[src/rtl/wb_led_sequencer_if.sv]
// Write-only Wishbone bundle between the LED sequencer (master) and the LED controller (slave).
interface wb_led_sequencer_if #(
    parameter int ADDR_WIDTH   = 32,
    parameter int DATA_WIDTH   = 32,
    parameter int SELECT_WIDTH = DATA_WIDTH / 8
);
    logic [ADDR_WIDTH-1:0]   adr;
    logic [DATA_WIDTH-1:0]   dat;
    logic                    we;
    logic [SELECT_WIDTH-1:0] sel;
    logic                    stb;
    logic                    cyc;
    logic                    ack;
    logic                    err;

    modport master (output adr, dat, we, sel, stb, cyc, input ack, err);
    modport slave  (input adr, dat, we, sel, stb, cyc, output ack, err);
endinterface

[src/rtl/wb_led_sequencer.sv]
// Autonomous Wishbone master that blinks, chases or clears the LED controller
// on a programmable tick, with ack timeout and overrun reporting.
module wb_led_sequencer #(
    parameter int                    ADDR_WIDTH   = 32,
    parameter int                    DATA_WIDTH   = 32,
    parameter int                    SELECT_WIDTH = DATA_WIDTH / 8,
    parameter int                    LED_WIDTH    = 4,
    parameter logic [ADDR_WIDTH-1:0] BASE_ADDR    = '0,
    parameter int                    PERIOD_WIDTH = 24,
    parameter int                    TIMEOUT      = 16,
    parameter logic [LED_WIDTH-1:0]  BLINK_MASK   = 4'hF
) (
    input  logic                    clk,
    input  logic                    rst,
    input  logic [1:0]              mode_i,
    input  logic [PERIOD_WIDTH-1:0] period_i,
    wb_led_sequencer_if.master      wbm,
    output logic                    busy_o,
    output logic                    timeout_o,
    output logic                    overrun_o
);

    localparam int                  TO_WIDTH   = $clog2(TIMEOUT + 1);
    localparam logic [TO_WIDTH-1:0] TO_LAST    = TO_WIDTH'(TIMEOUT - 1);
    localparam logic [1:0]          MODE_OFF   = 2'd0;
    localparam logic [1:0]          MODE_BLINK = 2'd1;
    localparam logic [1:0]          MODE_CHASE = 2'd2;
    localparam logic [1:0]          MODE_CLEAR = 2'd3;

    typedef enum logic [1:0] {IDLE, BUS, GAP} state_t;

    state_t                  state_q, state_d;
    logic [1:0]              mode_q;
    logic [1:0]              cur_mode_q, cur_mode_d;
    logic [PERIOD_WIDTH-1:0] cnt_q, cnt_d;
    logic                    pending_q, pending_d;
    logic                    clear_done_q, clear_done_d;
    logic [LED_WIDTH-1:0]    pos_q, pos_d;
    logic [TO_WIDTH-1:0]     to_q, to_d;
    logic [ADDR_WIDTH-1:0]   adr_q, adr_d;
    logic [DATA_WIDTH-1:0]   dat_q, dat_d;
    logic                    cyc_q, cyc_d;
    logic                    timeout_q, timeout_d;
    logic                    overrun_q, overrun_d;
    logic                    mode_chg;
    logic                    tick;
    logic                    finish;

    // Tick counter; >= keeps it wrapping promptly if period_i shrinks mid-count.
    always_comb begin
        mode_chg = (mode_i != mode_q);
        tick     = 1'b0;
        cnt_d    = '0;
        if (!mode_chg && (mode_i == MODE_BLINK || mode_i == MODE_CHASE)) begin
            if (cnt_q >= period_i) begin
                tick = 1'b1;
            end else begin
                cnt_d = cnt_q + 1'b1;
            end
        end
    end

    always_comb begin
        state_d      = state_q;
        cur_mode_d   = cur_mode_q;
        pending_d    = pending_q;
        clear_done_d = clear_done_q;
        pos_d        = pos_q;
        to_d         = to_q;
        adr_d        = adr_q;
        dat_d        = dat_q;
        cyc_d        = cyc_q;
        timeout_d    = 1'b0;
        overrun_d    = tick & pending_q;
        finish       = 1'b0;

        if (tick) begin
            pending_d = 1'b1;
        end

        unique case (state_q)
            IDLE: begin
                if (mode_i != MODE_OFF && !mode_chg && (pending_q || tick)) begin
                    pending_d  = 1'b0;
                    cyc_d      = 1'b1;
                    to_d       = '0;
                    cur_mode_d = mode_i;
                    state_d    = BUS;
                    unique case (mode_i)
                        MODE_BLINK: begin
                            adr_d = BASE_ADDR + ADDR_WIDTH'(4);
                            dat_d = DATA_WIDTH'(BLINK_MASK);
                        end
                        MODE_CHASE: begin
                            adr_d = BASE_ADDR;
                            dat_d = DATA_WIDTH'(pos_q);
                        end
                        default: begin
                            adr_d = BASE_ADDR + ADDR_WIDTH'(8);
                            dat_d = DATA_WIDTH'({LED_WIDTH{1'b1}});
                        end
                    endcase
                end
            end
            BUS: begin
                // Ack wins over a simultaneous err.
                if (wbm.ack) begin
                    cyc_d   = 1'b0;
                    finish  = 1'b1;
                    state_d = GAP;
                    if (cur_mode_q == MODE_CHASE) begin
                        pos_d = (pos_q << 1) | (pos_q >> (LED_WIDTH - 1));
                    end
                end else if (wbm.err || to_q == TO_LAST) begin
                    cyc_d     = 1'b0;
                    finish    = 1'b1;
                    timeout_d = 1'b1;
                    state_d   = GAP;
                end else begin
                    to_d = to_q + 1'b1;
                end
            end
            default: begin
                state_d = IDLE;
            end
        endcase

        if (finish && cur_mode_q == MODE_CLEAR && mode_i == MODE_CLEAR) begin
            clear_done_d = 1'b1;
        end

        // A mode change drops stale ticks; entering clear mode queues its single write.
        if (mode_chg) begin
            pending_d = (mode_i == MODE_CLEAR) && !clear_done_q;
            if (mode_q == MODE_CLEAR) begin
                clear_done_d = 1'b0;
            end
        end
    end

    always_ff @(posedge clk or posedge rst) begin
        if (rst) begin
            state_q      <= IDLE;
            mode_q       <= MODE_OFF;
            cur_mode_q   <= MODE_OFF;
            cnt_q        <= '0;
            pending_q    <= 1'b0;
            clear_done_q <= 1'b0;
            pos_q        <= LED_WIDTH'(1);
            to_q         <= '0;
            adr_q        <= '0;
            dat_q        <= '0;
            cyc_q        <= 1'b0;
            timeout_q    <= 1'b0;
            overrun_q    <= 1'b0;
        end else begin
            state_q      <= state_d;
            mode_q       <= mode_i;
            cur_mode_q   <= cur_mode_d;
            cnt_q        <= cnt_d;
            pending_q    <= pending_d;
            clear_done_q <= clear_done_d;
            pos_q        <= pos_d;
            to_q         <= to_d;
            adr_q        <= adr_d;
            dat_q        <= dat_d;
            cyc_q        <= cyc_d;
            timeout_q    <= timeout_d;
            overrun_q    <= overrun_d;
        end
    end

    assign wbm.adr   = adr_q;
    assign wbm.dat   = dat_q;
    assign wbm.cyc   = cyc_q;
    assign wbm.stb   = cyc_q;
    assign wbm.we    = cyc_q;
    assign wbm.sel   = {SELECT_WIDTH{cyc_q}};
    assign busy_o    = (state_q == BUS);
    assign timeout_o = timeout_q;
    assign overrun_o = overrun_q;

endmodule

[src/flat_wrapper.sv]
// flat-port wrapper written by rule: the top's interface ports become plain ports
module wb_led_sequencer_flat 
#(
    parameter int                    ADDR_WIDTH   = 32,
    parameter int                    DATA_WIDTH   = 32,
    parameter int                    SELECT_WIDTH = DATA_WIDTH / 8,
    parameter int                    LED_WIDTH    = 4,
    parameter logic [ADDR_WIDTH-1:0] BASE_ADDR    = '0,
    parameter int                    PERIOD_WIDTH = 24,
    parameter int                    TIMEOUT      = 16,
    parameter logic [LED_WIDTH-1:0]  BLINK_MASK   = 4'hF
)
  (clk, rst, mode_i, period_i, busy_o, timeout_o, overrun_o, wbm_adr, wbm_dat, wbm_we, wbm_sel, wbm_stb, wbm_cyc, wbm_ack, wbm_err);
  wb_led_sequencer_if #(.ADDR_WIDTH(ADDR_WIDTH), .DATA_WIDTH(DATA_WIDTH), .SELECT_WIDTH(SELECT_WIDTH)) wbm_i ();
  input  logic clk;
  input  logic rst;
  input  logic [1:0] mode_i;
  input  logic [PERIOD_WIDTH-1:0] period_i;
  output logic busy_o;
  output logic timeout_o;
  output logic overrun_o;
  output wire logic [$bits(wbm_i.adr)-1:0] wbm_adr;
  output wire logic [$bits(wbm_i.dat)-1:0] wbm_dat;
  output wire logic [$bits(wbm_i.we)-1:0] wbm_we;
  output wire logic [$bits(wbm_i.sel)-1:0] wbm_sel;
  output wire logic [$bits(wbm_i.stb)-1:0] wbm_stb;
  output wire logic [$bits(wbm_i.cyc)-1:0] wbm_cyc;
  input wire logic [$bits(wbm_i.ack)-1:0] wbm_ack;
  input wire logic [$bits(wbm_i.err)-1:0] wbm_err;
  assign wbm_adr = wbm_i.adr;
  assign wbm_dat = wbm_i.dat;
  assign wbm_we = wbm_i.we;
  assign wbm_sel = wbm_i.sel;
  assign wbm_stb = wbm_i.stb;
  assign wbm_cyc = wbm_i.cyc;
  assign wbm_i.ack = wbm_ack;
  assign wbm_i.err = wbm_err;
  wb_led_sequencer #(.ADDR_WIDTH(ADDR_WIDTH), .DATA_WIDTH(DATA_WIDTH), .SELECT_WIDTH(SELECT_WIDTH), .LED_WIDTH(LED_WIDTH), .BASE_ADDR(BASE_ADDR), .PERIOD_WIDTH(PERIOD_WIDTH), .TIMEOUT(TIMEOUT), .BLINK_MASK(BLINK_MASK)) u_core (.clk(clk), .rst(rst), .mode_i(mode_i), .period_i(period_i), .wbm(wbm_i), .busy_o(busy_o), .timeout_o(timeout_o), .overrun_o(overrun_o));
endmodule
[config.mk]
export PLATFORM = sky130hd
export DESIGN_NAME = wb_led_sequencer_flat
export DESIGN_NICKNAME = d
export VERILOG_FILES = /design/src/rtl/wb_led_sequencer_if.sv /design/src/rtl/wb_led_sequencer.sv /design/src/flat_wrapper.sv
export SDC_FILE = /design/constraint.sdc
export NUM_CORES = 1
export LEC_CHECK = 0
export BUFFER_PORTS_ARGS = -buffer_cell sky130_fd_sc_hd__buf_2
export CAP_MARGIN = 20
export CORE_ASPECT_RATIO = 1.2
export CORE_UTILIZATION = 48
export DETAILED_ROUTE_END_ITERATION = 8
export PLACE_DENSITY = 0.78
export SYNTH_ARGS = -nofsm -noshare
export SYNTH_HDL_FRONTEND = slang
export SYNTH_SLANG_ARGS = --single-unit
[constraint.sdc]
create_clock -name clk -period 2.55 [get_ports clk]
set_input_delay 0.255 -clock clk [delete_from_list [all_inputs] [get_ports clk]]
set_output_delay 0.255 -clock clk [all_outputs]
set_load 0.005 [all_outputs]
### Word level (Yosys, flattened, before mapping)

Cells that the tools add are included.
W data, S select, Z words.

* add/subtract/negate cells: 2
* magnitude comparators: 1
* equality and inequality tests: 13
* muxes and demuxes: 30
* bitwise logic cells: 2
* reduce and logical (&&, ||, !) cells: 19

Operator list (count)
* $mux W24: 2
* $add A24 B1 Y24 const B: 1
* $ge A24 B24 Y1: 1
* $mux W1: 17
* $mux W5: 3
* $eq A2 B2 Y1 const B: 5
* $pmux W5 S2: 1
* $pmux W4 S2: 1
* $logic_and A1 B1 Y1: 6
* $mux W2: 3
* $reduce_and A3 Y1: 2
* $add A5 B1 Y5 const B: 1
* $eq A5 B4 Y1 const B: 1
* $eq A2 B1 Y1 const B: 2
* $mux W4: 1
* $ne A2 B2 Y1 const B: 2
* $or A4 B1 Y4: 1
* $pmux W2 S2: 1
* $reduce_and A2 Y1: 2
* $reduce_and A4 Y1: 1
* $reduce_bool A2 Y1: 2
* $logic_or A1 B1 Y1: 3
* $ne A3 B1 Y1 const B: 1
* $logic_not A1 Y1: 2
* 5 further kinds: 5

* flip-flop bits (word level): 108
* input port bits: 30
* output and inout bits: 74
* word-level logic and storage cells: 80

### Logic depth before layout (Yosys ltp)

* depth in word-level cells: 10
* mapped depth: 10

### Worst setup path before layout

OpenSTA, ideal clock, no wires.

* path kind: register to register
* start: register u_core.cnt_q[0]
* end: register u_core.cnt_q[12]
* library setup time: 0.070 ns
* arrival time: 2.328 ns
* required time: 2.480 ns
* path slack: 0.152 ns
* cell stages (with the launch flop): 11
* cell sequence: dfrtp_1 > inv_1 > ha_1 > nand2b_4 > a2111oi_4 > o32ai_1 > o311ai_2 > or3b_1 > buf_6 > buf_12 > nor2_4

* cells in the longest elaborated chain, start to end: 3

RTL lines
* from (decl): line wb_led_sequencer.sv:35 `logic [PERIOD_WIDTH-1:0] cnt_q, cnt_d;`
* from (signal assigned): line wb_led_sequencer.sv:160 `cnt_q <= cnt_d;`
* $add A24 B1 Y24 / $ge A24 B24 Y1 (equally long branches): line wb_led_sequencer.sv:58, wb_led_sequencer.sv:55
* $mux W24 *: line wb_led_sequencer.sv:55 `if (cnt_q >= period_i) begin`
* $mux W24 *: line wb_led_sequencer.sv:54 `if (!mode_chg && (mode_i == MODE_BLINK || mode_i == MODE_CHASE)) begin`
* via u_core.cnt_d[12]: line wb_led_sequencer.sv:35

The timed path passes the listed nets; every way through them passes the cells marked *.
A chain may end at the register's enable or synchronous reset.

### Worst setup path after layout

* start: register u_core.cnt_q[0]
* end: register u_core.cnt_q[3]

The elaborated chain is that of the path after synthesis.

==> results.cfg <==
[die]
die-area_um2 = 7790
core_um2 = 7230
die_w_um = 80.8
io_pins = 104
row_count = 34
start_util_pct = 49.4
die_h_um = 96.5

[timing]
fin_setup_tns_ns = 0
setup_viol_count_final = 0
max_freq_ghz = 0.410
hold_violations = 0
whs_ns = 0.147
maxSlewViolCount = 0
min_period_ns = 2.44
fin_skew_ns = 0.00818
finalCritPeriodShare_pct = 95.8

[grt]
grt_pass1_wl_mm = 10.2
grt_max_degree = 21
grt.total_usage_pct = 17.0
antenna_found_initial = 0
grt_pass1_vias = 2281
grt_overflow = 0

[power]
power_density_nw_per_um2 = 467
leakage_nw = 1.98
power.total_w = 0.00181
vdd_drop_max_uv = 337

[route]
drt-initial-drc-count = 95
detail_route.drc_violations = 0
dr.pass1.iters = 4
wl_per_cell_um = 12.1
via_count = 2430
ant_nets = 0
drt_wl_total_mm = 6.18
via_per_inst = 4.76

[clocking]
clk_pin_slew_ns = 0.09
root_buffer = clkbuf_8
cts_tree = built
clk-insertion-delay-late_ns = 0.30
htree_levels = 2
cts_num_sinks = 50
cts_buffer_depth = 2
numCtsBuffers = 5
post-cts-setup-buffers = 0

[outcome]
outcome = complete, no violations

[finish]
syn_to_final_growth_pct = 8.44
final_nets = 481
instances_no_fill = 511
n_antenna_cell = 0
post-route-util_pct = 53.6
multi_input_area_um2 = 1890
regArea_um2 = 1250
n_fill_cell = 666
final_common_cell = conb_1
drive_gt1_share_pct = 26.6
final_cell_mix = conb_1 (58), dfrtp_1 (49), buf_2 (45), inv_1 (35), ha_1 (30)

[critical_path]
start_kind = register
arrival_ns = 2.68
end_kind = register
crit_fanout = 15
worstReg2RegStart = u_core.cnt_q[0]
crit_path_start = u_core.cnt_q[0]
crit_type = register to register
required_ns = 2.78

[flow_run]
cap_violations = 0

[yosys]
synth_flop_cell = dfrtp_1
yosys_warnings = 0
async_flop_share_pct = 100
synth_cells = 361
synth_edf_count = 0
syn_area_um2 = 3570
synth_seq_area_share_pct = 35.1
ys_types = 45
ys_ff_latch = 50
synth_area_per_cell_um2 = 9.90

[hold_path]
min_path_type = input port to register
min_from = mode_i[1]

[place]
place_inst = 502
gp_congestion = 0.907
dp_hpwl_mm = 4.88
numPortBuffers = 45
## power breakdown
group	total [W]	internal (W)	switching, W
clock network	0.000480	0.000219	0.000262
logic	0.000376	0.000182	0.000194
registers	0.000952	0.000883	0.0000687
## kinds of logic (layout without fill, tap and decap cells)
logic type | count (synthesis) | after routing | share of synthesized area [%]
simple gates | 107 | 107 | 19.0
buf+inv | 104 | 107 | 18.8
flops | 50 | 50 | 35.1
fa+ha+maj | 31 | 31 | 10.9
compound gates | 31 | 31 | 6.27
xor+xnor | 24 | 24 | 5.88
mux | 13 | 13 | 4.03
other cells | 1 | 58 | 0.105
## state kept, by name (all words and copies together), names as in the netlist, 2 cells and up
register	cells
u_core.to_q	5
u_core.state_q	2
u_core.wbm.adr	2
u_core.cur_mode_q	2
u_core.wbm.dat	4
u_core.pos_q	4
u_core.cnt_q	24
u_core.mode_q	2
## critical path, cell delays in order (launching register included)
cell and delay (ns):
dfrtp_1 0.36, inv_1 0.05, ha_1 0.26, nand2b_4 0.15, a2111oi_4 0.37, o32ai_2 0.15, o311ai_2 0.29, or3b_4 0.46
buf_12 0.19, nor2_1 0.12
## synthesized netlist by cell type (2+ instances only)
master,number,share of area (%)
ha_1,31,11
xnor2_1,9,2.2
buf_12,2,1.1
mux2_2,11,3.5
a21o_1,2,0.42
nor3b_1,2,0.42
mux2i_1,2,0.56
nor4_1,2,0.35
nor2_2,2,0.35
a31oi_1,4,0.70
o21ai_0,8,1.1
and3_1,6,1.1
inv_1,36,3.8
nor2_1,15,1.6
a21oi_1,8,1.1
nor2b_1,4,0.70
buf_4,64,13
nand3_1,14,2.0
nor3_1,7,0.98
nor2_4,18,5.7
xor2_1,15,3.7
dfrtp_1,49,34
nand4_1,9,1.6
nand2b_1,7,1.2
nand2_1,14,1.5
## area by class of cell
type | count | area share (%)
clock buffer | 6 | 2.13
tap | 90 | 2.91
timing repair buffer | 63 | 10.0
clock inverter | 2 | 0.323
multi-input combinational | 264 | 48.8
inverter | 36 | 3.49
sequential | 50 | 32.3
## layer usage
metal  GRT usage, %  vias to the layer above  wire length [um]
met2           31.1                       77              3280
met4           4.91                        0                91
met5              0                        -                 0
met3           3.19                       10               250
met1           20.3                     1153              2560
li1               -                     1190                 -
## per-stage QoR
stage	area, um^2	worst slack, ns
finish	3870	0.108
global route	3870	-0.00872
CTS	3850	0.0886
detailed placement	3740	0.0359
global placement	3740	0.122
floorplan	3790	0.152
## path summary, 6_finish.rpt
kind | endpoint | slack [ns] | depth (start not counted)
worst max-delay path | u_core.cnt_q[3] | 0.11 | 9
worst min-delay path | u_core.mode_q[1] | 0.15 | 1
worst max register to register | u_core.cnt_q[3] | 0.11 | 9
worst min register to register | u_core.clear_done_q | 0.50 | 1
max in group asynchronous | u_core.cnt_q[17] | 1.43 | 4
min in group asynchronous | u_core.wbm.adr[2] | 0.49 | 3
## what timing repair did
item	4_1_cts	5_1_grt
gates cloned	0	0
hold buffers	1	0
resized for setup	1	5
pin swaps	0	1
endpoints found under the hold margin	17	0
setup endpoints to repair	1	16
(Power assumes the default switching activity.)
